$ cat src/rtl/mem_arb_pkg.sv
// Shared constants for the DDR write-port arbiter: FSM encodings, requester
// indices and active-level helpers.
package mem_arb_pkg;

    localparam logic [0:0] IDLE  = 1'b0;
    localparam logic [0:0] BURST = 1'b1;

    localparam int REQ_LEFT  = 0;
    localparam int REQ_RIGHT = 1;

    localparam logic ASSERT_L   = 1'b0;
    localparam logic DEASSERT_L = 1'b1;
    localparam logic ASSERT_H   = 1'b1;
    localparam logic DEASSERT_H = 1'b0;

endpackage

$ cat src/rtl/mem_wr_arb_sat_cnt.sv
// Saturating up-counter with synchronous clear; holds at all-ones.
module mem_wr_arb_sat_cnt #(
    parameter int CNT_WIDTH = 16
) (
    input  logic                 wr_clk,
    input  logic                 reset,
    input  logic                 inc,
    output logic [CNT_WIDTH-1:0] cnt
);

    always_ff @(posedge wr_clk) begin
        if (reset) begin
            cnt <= '0;
        end else if (inc && (cnt != '1)) begin
            cnt <= cnt + CNT_WIDTH'(1);
        end
    end

endmodule

$ cat src/rtl/mem_wr_arb.sv
// Round-robin burst arbiter for the shared DDR write port (left/right camera).
// Define ARB_STATS_EN to compile in the per-requester accepted-word counters.
module mem_wr_arb
    import mem_arb_pkg::*;
#(
    parameter int DATA_WIDTH  = 32,
    parameter int ADDR_WIDTH  = 29,
    parameter int BURST_LEN   = 8,
    parameter int REGION_SIZE = 1 << 20,
    parameter int CNT_WIDTH   = 16
) (
    input  logic                  wr_clk,
    input  logic                  reset,
    input  logic [1:0]            req_n,
    input  logic [ADDR_WIDTH-1:0] req_addr0,
    input  logic [ADDR_WIDTH-1:0] req_addr1,
    input  logic [DATA_WIDTH-1:0] req_data0,
    input  logic [DATA_WIDTH-1:0] req_data1,
    output logic [1:0]            ack,
    output logic [1:0]            gnt,
    output logic                  mem_wr_en,
    output logic [ADDR_WIDTH-1:0] mem_addr,
    output logic [DATA_WIDTH-1:0] mem_data,
    input  logic                  mem_wr_rdy,
    output logic [CNT_WIDTH-1:0]  wr_cnt0,
    output logic [CNT_WIDTH-1:0]  wr_cnt1,
    output logic [0:0]            dbg_state
);

    localparam int BEAT_W = $clog2(BURST_LEN) + 1;
    localparam logic [BEAT_W-1:0]     LAST_BEAT  = BEAT_W'(BURST_LEN - 1);
    localparam logic [ADDR_WIDTH-1:0] REGION_OFS = ADDR_WIDTH'(REGION_SIZE);

    logic [0:0]        state;
    logic              owner;
    logic              last;
    logic [BEAT_W-1:0] beat;

    logic own_req;
    logic own_acc;
    logic pick;

    // Handshake: the owner's word moves to memory in any cycle where the
    // owner holds req_n low and memory raises mem_wr_rdy; ack reports that
    // same cycle and the requester advances on the following edge.
    assign own_req = (req_n[owner] == ASSERT_L);
    assign own_acc = (state == BURST) && own_req && mem_wr_rdy && !reset;

    // With both requesting, whoever did not hold the port last goes next.
    always_comb begin
        pick = 1'b0;
        if ((req_n[REQ_LEFT] == ASSERT_L) && (req_n[REQ_RIGHT] == ASSERT_L)) begin
            pick = ~last;
        end else if (req_n[REQ_LEFT] == ASSERT_L) begin
            pick = 1'(REQ_LEFT);
        end else begin
            pick = 1'(REQ_RIGHT);
        end
    end

    always_ff @(posedge wr_clk) begin
        if (reset) begin
            state <= IDLE;
            owner <= 1'(REQ_LEFT);
            last  <= 1'(REQ_RIGHT);
            beat  <= '0;
        end else if (state == IDLE) begin
            if (req_n != {DEASSERT_L, DEASSERT_L}) begin
                owner <= pick;
                beat  <= '0;
                state <= BURST;
            end
        end else begin
            if (!own_req) begin
                state <= IDLE;
                last  <= owner;
            end else if (own_acc) begin
                beat <= beat + BEAT_W'(1);
                if (beat == LAST_BEAT) begin
                    state <= IDLE;
                    last  <= owner;
                end
            end
        end
    end

    // The reset cycle forces every memory-side output inactive so an
    // in-flight word is neither written nor acknowledged.
    always_comb begin
        gnt       = '0;
        ack       = '0;
        mem_wr_en = DEASSERT_L;
        mem_addr  = '0;
        mem_data  = '0;
        if ((state == BURST) && !reset) begin
            gnt[owner] = ASSERT_H;
            ack[owner] = own_acc;
            mem_wr_en  = req_n[owner];
            mem_data   = owner ? req_data1 : req_data0;
            mem_addr   = owner ? (req_addr1 + REGION_OFS) : req_addr0;
        end
    end

    assign dbg_state = state;

`ifdef ARB_STATS_EN
    mem_wr_arb_sat_cnt #(.CNT_WIDTH(CNT_WIDTH)) u_cnt0 (
        .wr_clk (wr_clk),
        .reset  (reset),
        .inc    (ack[REQ_LEFT]),
        .cnt    (wr_cnt0)
    );

    mem_wr_arb_sat_cnt #(.CNT_WIDTH(CNT_WIDTH)) u_cnt1 (
        .wr_clk (wr_clk),
        .reset  (reset),
        .inc    (ack[REQ_RIGHT]),
        .cnt    (wr_cnt1)
    );
`else
    assign wr_cnt0 = '0;
    assign wr_cnt1 = '0;
`endif

endmodule

$ cat config.mk
export PLATFORM = sky130hd
export DESIGN_NAME = mem_wr_arb
export DESIGN_NICKNAME = d
export VERILOG_FILES = /design/src/rtl/mem_arb_pkg.sv /design/src/rtl/mem_wr_arb_sat_cnt.sv /design/src/rtl/mem_wr_arb.sv
export SDC_FILE = /design/constraint.sdc
export NUM_CORES = 1
export LEC_CHECK = 0
export CAP_MARGIN = 30
export CORE_AREA = 2 2 88 90
export DETAILED_ROUTE_END_ITERATION = 12
export DIE_AREA = 0 0 90 92
export GPL_TIMING_DRIVEN = 0
export HOLD_SLACK_MARGIN = 0.05
export PLACE_DENSITY = 0.67
export SYNTH_ARGS = -nofsm -noshare
export SYNTH_HDL_FRONTEND = slang
export SYNTH_HIERARCHICAL = 1
export SYNTH_SLANG_ARGS = --single-unit
$ cat constraint.sdc
create_clock -name wr_clk -period 2.2 [get_ports wr_clk]
set_clock_uncertainty 0.2 [all_clocks]
set_input_delay 0.44 -clock wr_clk [delete_from_list [all_inputs] [get_ports wr_clk]]
set_output_delay 0.44 -clock wr_clk [all_outputs]
set_load 0.1 [all_outputs]
==> results of run 1 <==
-- routing by layer --
metal	up-vias	GRT usage, %	routed length, um	share of wire (%)
li1	1153	-	-	-
met5	-	0	0	0
met3	22	4.684	647	6.5
met2	126	38.47	5640	56
met4	0	4.231	208	2.1
met1	1210	21.29	3535	35
-- placed cells by master (no fill, tap or decap), types with 3 or more instances in the layout --
cell type	instances
a21oi_1	5
a22o_4	53
buf_12	69
buf_2	3
buf_4	47
buf_6	11
clkbuf_16	9
clkbuf_2	3
clkbuf_8	3
clkdlybuf4s50_1	113
conb_1	32
dfxtp_1	5
dlygate4sd2_1	4
nand2_2	4
nand2_4	3
nand3_1	5
nand3_4	5
nand3b_1	4
nor2_1	3
o211ai_1	6
o21ai_4	3
or4_4	4
-- power by group through the flow --
stage	Sequential, uW	Combinational [uW]	Clock (uW)
final	135	1540	183
after global routing	136	1580	193
after CTS	135	1410	185
after detailed placement	137	1270	0
after global placement	137	1260	0
after floorplan	148	878	0
-- stage by stage --
step	power [uW]	utilization [%]	instances
CTS	1734	64.92	525
global placement	1394	54.49	507
floorplan	1026	-	212
detailed placement	1406	54.86	508
global route	1913	72.43	537
finish	1860	72.43	537
-- state kept, by name, summed over array words and instances, names as in the netlist --
signal	cells
last	1
beat	4
owner	1
dbg_state	1
-- kinds of logic (layout without fill, tap and decap cells) --
logic type,after synthesis,count (layout),synth area share (%)
AOI/OAI and AO/OA,73,73,42.46
xor gates and xnor gates,3,3,1.897
DFF,7,7,10.12
and+or+nand+nor,41,41,16.98
other,1,32,0.2707
muxes,4,4,3.252
buffers and inverters,50,273,23.22
adders and majority gates,2,2,1.806
-- worst max-delay path, cell delays in order --
cell      delay [ps]
buf_8            110
nand3b_1         210
buf_6            170
or4_4            520
nand3_4           80
buf_12           170
-- layout make-up --
type	instances	area (um2)	area share, %
Timing Repair Buffer	222	2884	53.47
Sequential cell	7	147.6	2.737
Inverter	3	11.26	0.2088
Clock buffer	4	45.04	0.8351
Tap cell	102	127.6	2.366
Multi-Input combinational cell	155	1689	31.32
Buffer	44	489.2	9.070
-- path summary, 6_finish.rpt --
check	from	endpoint	depth (start not counted)	slack, ps
min	beat[3]	beat[3]	2	280
min reg2reg	beat[3]	beat[3]	2	280
max	reset	mem_addr[25]	6	-140
max reg2reg	dbg_state	beat[3]	7	270
-- repair_timing --
action / in CTS / in global routing
hold endpoints to repair: 0 / 0
pin swaps: 10 / 54
endpoints found under the setup margin: 67 / 63
gates resized for setup: 602 / 95
setup buffers: 14 / 8
gates cloned: 0 / 7
==> metrics, run 1 <==
status finished with violations; failing checks negative setup slack; post-synthesis cell count 181; Netlist cell types 33; Area growth syn-to-layout 289.4%; clk_lat worst skew 230 ps; Via Count 2511; Final Slew Violations 0; Synth Flop Type dfxtp_1; initial core utilization 18.60%; Max IR drop VDD 0.0002563 V; Comb power frac 82.9%; net switching power 975.1 uW; Critical Path Sink Type primary output; register bit total from synthesis 7; setup_tns -766.1 ps; CP required 1560 ps; Root Driver clkbuf_8; fin area 0.005394 mm2; Hold Buf Count CTS 0; Residual DRC 0; Final Worst Setup Slack -142.2 ps; min cycle time layout 2342 ps; f_max 427.0 MHz; IO Pins 226; top cell type's share of synthesized area 33.51%; initial antenna violation count 0; Tightest Pin Transition 962.8 ps; 1st-iter DRT viols 46; crit-path max FO 5; Post-synth EDFFs 0; WP data arrival 1700 ps; final setup violation count 37; first-pass GRT wire length 13.21 mm; most frequent cell after synthesis a22o_1; Power per Cell Area 344.9 mW/mm2; CTS tree built; Synth area leaders a22o_1, buf_4, dfxtp_1; Leak Pwr 0.002466 uW; Min Hold Slack 275.4 ps; max-cap viol count 0; most frequent cells after synthesis a22o_1, buf_4, nand3_1, clkbuf_1, nand2_1; H-tree depth 1; Antenna Violating Nets Remaining 0; pre-CTS WS -1918 ps; core area 0.007447 mm2; number of port buffers 193; Hold WC Path Type reg2reg; cell row count 32; number of global-route vias before repair 2472; Final Hold Fails 0; TritonRoute pass-1 iters 4; DP Wirelength 6.536 mm; layout cells sized above 1 53.33%; Avg Inst Size Synth 7.652 um2; DR vias/cell 4.676; Worst-path clk slew 40 ps; max_slew headroom 36.07%; Cell Area, Placed 0.004085 mm2; die height 92 um; Post-Synthesis Cell Area 0.001385 mm2; Clk pwr share 9.8%; CP Launch Type input pin; DR WL/cell 18.68 um; placer congestion estimate 0.7985; Synth area leader a22o_1; die area 0.008280 mm2; switch share 52.42%; Syn. warnings 6; Tot GR Track Use 19.65%; CTS Buf Count 3; final WL 10.03 mm; CTS sink count 7; largest net degree at the start of global routing 11; antenna diode count 0; P_int 885.1 uW; die width 90 um; sequential element share of the synthesized area 10.12%; Sequential Power Share 7.3%; CTS max path bufs 2; grt ovf 0; nets 565; unrepaired setup endpoints after global routing true; critical path class in2out; fill count 512; Async S/R FF share, synth 0%; Final Cycle Share 106.5%
No activity file was read; power rests on OpenSTA's default activity.
==> run 2: changes to the inputs <==
--- a/config.mk
+++ b/config.mk
@@ -10,8 +10,9 @@
 export DETAILED_ROUTE_END_ITERATION = 12
 export DIE_AREA = 0 0 90 92
 export GPL_TIMING_DRIVEN = 0
-export HOLD_SLACK_MARGIN = 0.05
+export HOLD_SLACK_MARGIN = 0.08
 export PLACE_DENSITY = 0.67
+export SKIP_LAST_GASP = 1
 export SYNTH_ARGS = -nofsm -noshare
 export SYNTH_HDL_FRONTEND = slang
 export SYNTH_HIERARCHICAL = 1
==> metrics, run 2 (same netlist as run 1, synthesis figures left out) <==
Min Hold Slack 275.4 ps; fill count 589; clk_lat worst skew 230 ps; Tot GR Track Use 18.89%; storage element area 147.6 um2; Hold WC Path Type reg2reg; Root Driver clkbuf_8; CTS max path bufs 2; largest net degree at the start of global routing 11; reg-to-reg critical path endpoint beat[3]; Via Count 2380; status finished with violations; antenna diode count 0; number of flip-flops in the largest register 4; DR WL/cell 16.32 um; number of global-route vias before repair 2407; Tightest Pin Transition 962.0 ps; H-tree depth 1; Hold Buf Count CTS 0; layout cells sized above 1 50.82%; Worst Min Path Start beat[3]; final setup violation count 4; Worst Setup SP req_addr1[28]; max-cap viol count 0; Critical Path Sink Type primary output; footprint of the multi-input gates 0.001567 mm2; Final Cycle Share 106.6%; setup slack, reg-to-reg 360 ps; pre-CTS WS -1918 ps; unrepaired setup endpoints after global routing true; IO Pins 226; first-pass GRT wire length 12.78 mm; Crit Reg-Reg Startpoint dbg_state; final WL 8.599 mm; CP required 1560 ps; Final Hold Fails 0; Final Worst Setup Slack -144.2 ps; WP data arrival 1700 ps; initial antenna violation count 0; CTS tree built; CTS Buf Count 3; initial core utilization 18.60%; TritonRoute pass-1 iters 4; core area 0.007447 mm2; failing checks negative setup slack; Hold Crit Endpoint beat[3]; number of port buffers 193; Most flops, register beat; worst-case reg-to-reg path depth 6; grt ovf 0; WHS Path Cells 2; die width 90 um; Antenna Violating Nets Remaining 0; crit-path max FO 2; Power per Cell Area 358.9 mW/mm2; f_max 426.6 MHz; most frequent cells in the layout clkdlybuf4s50_1, buf_4, buf_12; max_slew headroom 36.12%; Max IR drop VDD 0.0002327 V; Area growth syn-to-layout 250.9%; commonest non-fill, non-tap cell in the layout clkdlybuf4s50_1; placer congestion estimate 0.7985; CP Launch Type input pin; min cycle time layout 2344 ps; fin area 0.004860 mm2; Leak Pwr 0.002231 uW; Final Slew Violations 0; Cell Area, Placed 0.004085 mm2; cell row count 32; CTS sink count 7; die height 92 um; Residual DRC 0; critical path class in2out; Worst-path clk slew 40 ps; DP Wirelength 6.536 mm; nets 555; die area 0.008280 mm2; 1st-iter DRT viols 33; DR vias/cell 4.516
==> run 2: cell count changes in the layout (fill, tap and decap cells not counted), moves of 6 or more <==
cell / previous run / this run
buf_12: 69 / 43
a22o_4: 53 / 42
buf_4: 47 / 53
clkbuf_16: 9 / 3
a22o_2: 0 / 11
buf_8: 2 / 12
nand2_1: 2 / 8
==> run 2: how the worst max path moves through the flow <==
stage,end,slack (ps),cells after the start
after CTS,mem_addr[28],-190,6
final,mem_addr[28],-140,4
after floorplan,mem_data[10],-400,5
after detailed placement,mem_data[22],-1920,6
after global placement,mem_data[22],-1920,6
after global routing,mem_addr[25],-180,6
==> run 2: metal layers <==
| layer | GRT usage [%] | share of wire (%) |
|---|---|---|
| met1 | 20.14 | 36 |
| met2 | 37.22 | 56 |
| met3 | 5.012 | 7.5 |
| met4 | 3.590 | 1.2 |
| met5 | 0 | 0 |
==> run 2: timing repair <==
item / CTS / global route
resized for setup: 573 / 52
setup endpoints to repair: 67 / 64
buffers inserted: 14 / 6
pin swaps: 10 / 7
==> run 2: stage by stage <==
| step | total power (uW) | TNS (ps) | utilization, % | std cells |
|---|---|---|---|---|
| floorplan | 1026 | -16390 | - | 212 |
| detailed placement | 1406 | -113620 | 54.86 | 508 |
| finish | 1744 | -394.2 | 65.26 | 527 |
| CTS | 1707 | -3419 | 63.00 | 525 |
| global placement | 1394 | -113840 | 54.49 | 507 |
| global route | 1796 | -612.7 | 65.26 | 527 |
==> run 2: area by class of cell <==
class / count / share of cell area [%]
flip-flops and latches: 7 / 3.038
multi-input cells: 155 / 32.23
repair buffers: 213 / 52.09
well taps: 102 / 2.626
inverters: 3 / 0.2317
clock buffers: 4 / 0.9269
plain buffers: 43 / 8.857
==> run 2: critical path, stage by stage <==
cell and delay (ps):
clkdlybuf4s50_1 420, or4_4 550, nand3_4 110, buf_12 170
==> run 2: power by group <==
group,internal [uW],leakage [uW],total (uW),switching [uW]
registers,132,0.0000583,136,4.11
clock network,126,0.0000228,184,58.1
logic,551,0.00215,1420,874
total,809,0.00223,1740,936
==> run 3: changes to the inputs <==
==> constraint.sdc (replaced) <==
create_clock -name wr_clk -period 2.2 [get_ports wr_clk]
set_clock_uncertainty 0.2 [all_clocks]
set_input_delay 0.66 -clock wr_clk [delete_from_list [all_inputs] [get_ports wr_clk]]
set_output_delay 0.66 -clock wr_clk [all_outputs]
set_load 0.1 [all_outputs]
==> metrics, run 3 (same netlist as run 1, synthesis figures left out) <==
status finished with violations; failing checks negative setup slack; CTS Buf Count 3; Min Hold Slack 274.3 ps; Hold WC Path Type reg2reg; nets 572; die width 90 um; footprint of the multi-input gates 0.001572 mm2; net switching power 948.5 uW; largest net degree at the start of global routing 11; initial core utilization 18.60%; fill count 538; DR vias/cell 4.452; IO Pins 226; Residual DRC 0; grt ovf 0; Power per Cell Area 345.0 mW/mm2; most frequent cells in the layout clkdlybuf4s50_1, buf_12, buf_4; Root Driver clkbuf_8; core area 0.007447 mm2; CP required 1340 ps; layout cells sized above 1 54.30%; number of global-route vias before repair 2335; Max IR drop VDD 0.0005110 V; Final Slew Violations 0; Worst path slowest cell or4_4; CTS max path bufs 2; antenna diode count 0; DR WL/cell 16.49 um; critical path class in2out; 1st-iter DRT viols 33; storage element area 143.9 um2; first-pass GRT wire length 12.41 mm; Final Hold Fails 0; number of flip-flops in the largest register 4; WP data arrival 1830 ps; setup_tns -24050 ps; Most flops, register beat; Cell Area, Placed 0.004076 mm2; worst-path cell chain buf_8, nand3b_1, buf_6, or4_4, nand3_4, buf_12; fin area 0.005293 mm2; Tightest Pin Transition 548.9 ps; Leak Pwr 0.002375 uW; final setup violation count 66; Area growth syn-to-layout 282.1%; setup slack, reg-to-reg 360 ps; Antenna Violating Nets Remaining 0; Hold Buf Count CTS 0; initial antenna violation count 0; TritonRoute pass-1 iters 4; min cycle time layout 2694 ps; Critical Path Sink Type primary output; crit-path max FO 6; Final Worst Setup Slack -493.6 ps; Sequential Power Share 7.4%; Final Cycle Share 122.4%; f_max 371.2 MHz; final WL 8.972 mm; die height 92 um; Comb power frac 82.9%; P_int 877.4 uW; clk_lat worst skew 220 ps; unrepaired setup endpoints after global routing true; CTS sink count 7; slowest stage delay, CP 490 ps; Worst-path clk slew 40 ps; cell row count 32; placed cell count 507; DP Wirelength 6.353 mm; max-cap viol count 0; CTS tree built; Tot GR Track Use 18.51%; die area 0.008280 mm2; H-tree depth 1; max_slew headroom 63.58%; Via Count 2422; fin cells 544; switch share 51.95%; placer congestion estimate 0.7334; CP Launch Type input pin; commonest non-fill, non-tap cell in the layout clkdlybuf4s50_1; Clk pwr share 9.7%; number of port buffers 193
-- run 3: cell count changes in the layout (fill, tap and decap cells not counted), sizes merged --
cell | previous run | this run
clkbuf | 14 | 9
dlymetal6s2s | 1 | 0
clkdlybuf4s15 | 0 | 3
clkdlybuf4s50 | 114 | 113
buf | 127 | 149
dlygate4sd2 | 4 | 3
-- run 3: path summary, 6_finish.rpt --
check,startpoint,endpoint,cells past startpoint
worst max-delay path,reset,mem_addr[28],6
worst min-delay path,beat[3],beat[3],2
worst min register to register,beat[3],beat[3],2
worst max register to register,dbg_state,last,7
-- run 3: through the flow --
step	util, %	worst slack [ps]	power, uW
6_report	71.07	-493.6	1826
3_3_place_gp	54.74	-2355	1398
3_5_place_dp	54.74	-2314	1403
2_1_floorplan	-	-662.5	1030
4_1_cts	65.66	-490.2	1750
5_1_grt	71.07	-526.1	1886
-- run 3: cell type report --
| type | instances | share of cell area, % |
|---|---|---|
| buffer | 47 | 8.983 |
| sequential | 7 | 2.719 |
| timing repair buffer | 226 | 55.08 |
| multi-input combinational | 155 | 29.69 |
| clock buffer | 4 | 0.8511 |
| tap | 102 | 2.411 |
| inverter | 3 | 0.2600 |
-- run 3: critical path: cells and delay by family --
| kind | cells | cell delay [ps] |
|---|---|---|
| buffers and inverters | 3 | 420 |
| AND/OR/NAND/NOR | 3 | 760 |
-- run 3: what timing repair did --
action | CTS | global route
hold endpoints to repair | 0 | 0
pin swaps | 12 | 10
buffers inserted | 12 | 17
resized for setup | 649 | 54
gates cloned | 0 | 4
setup endpoints to repair | 69 | 66
-- run 3: per-layer routing --
metal	part of all wire [%]	global-route usage, %	vias up	routed length (um)
met1	36	19.50	1116	3262
li1	-	-	1163	-
met5	0	0	-	0
met3	9.0	6.902	8	806
met4	0.82	2.949	0	74
met2	54	35.53	135	4830
-- run 3: power groups by stage --
stage          Clock (uW)  Sequential (uW)  Combinational, uW
2_1_floorplan           0              148                882
3_3_place_gp            0              137               1260
3_5_place_dp            0              137               1270
4_1_cts               184              135               1430
5_1_grt               192              135               1560
6_report              177              135               1510
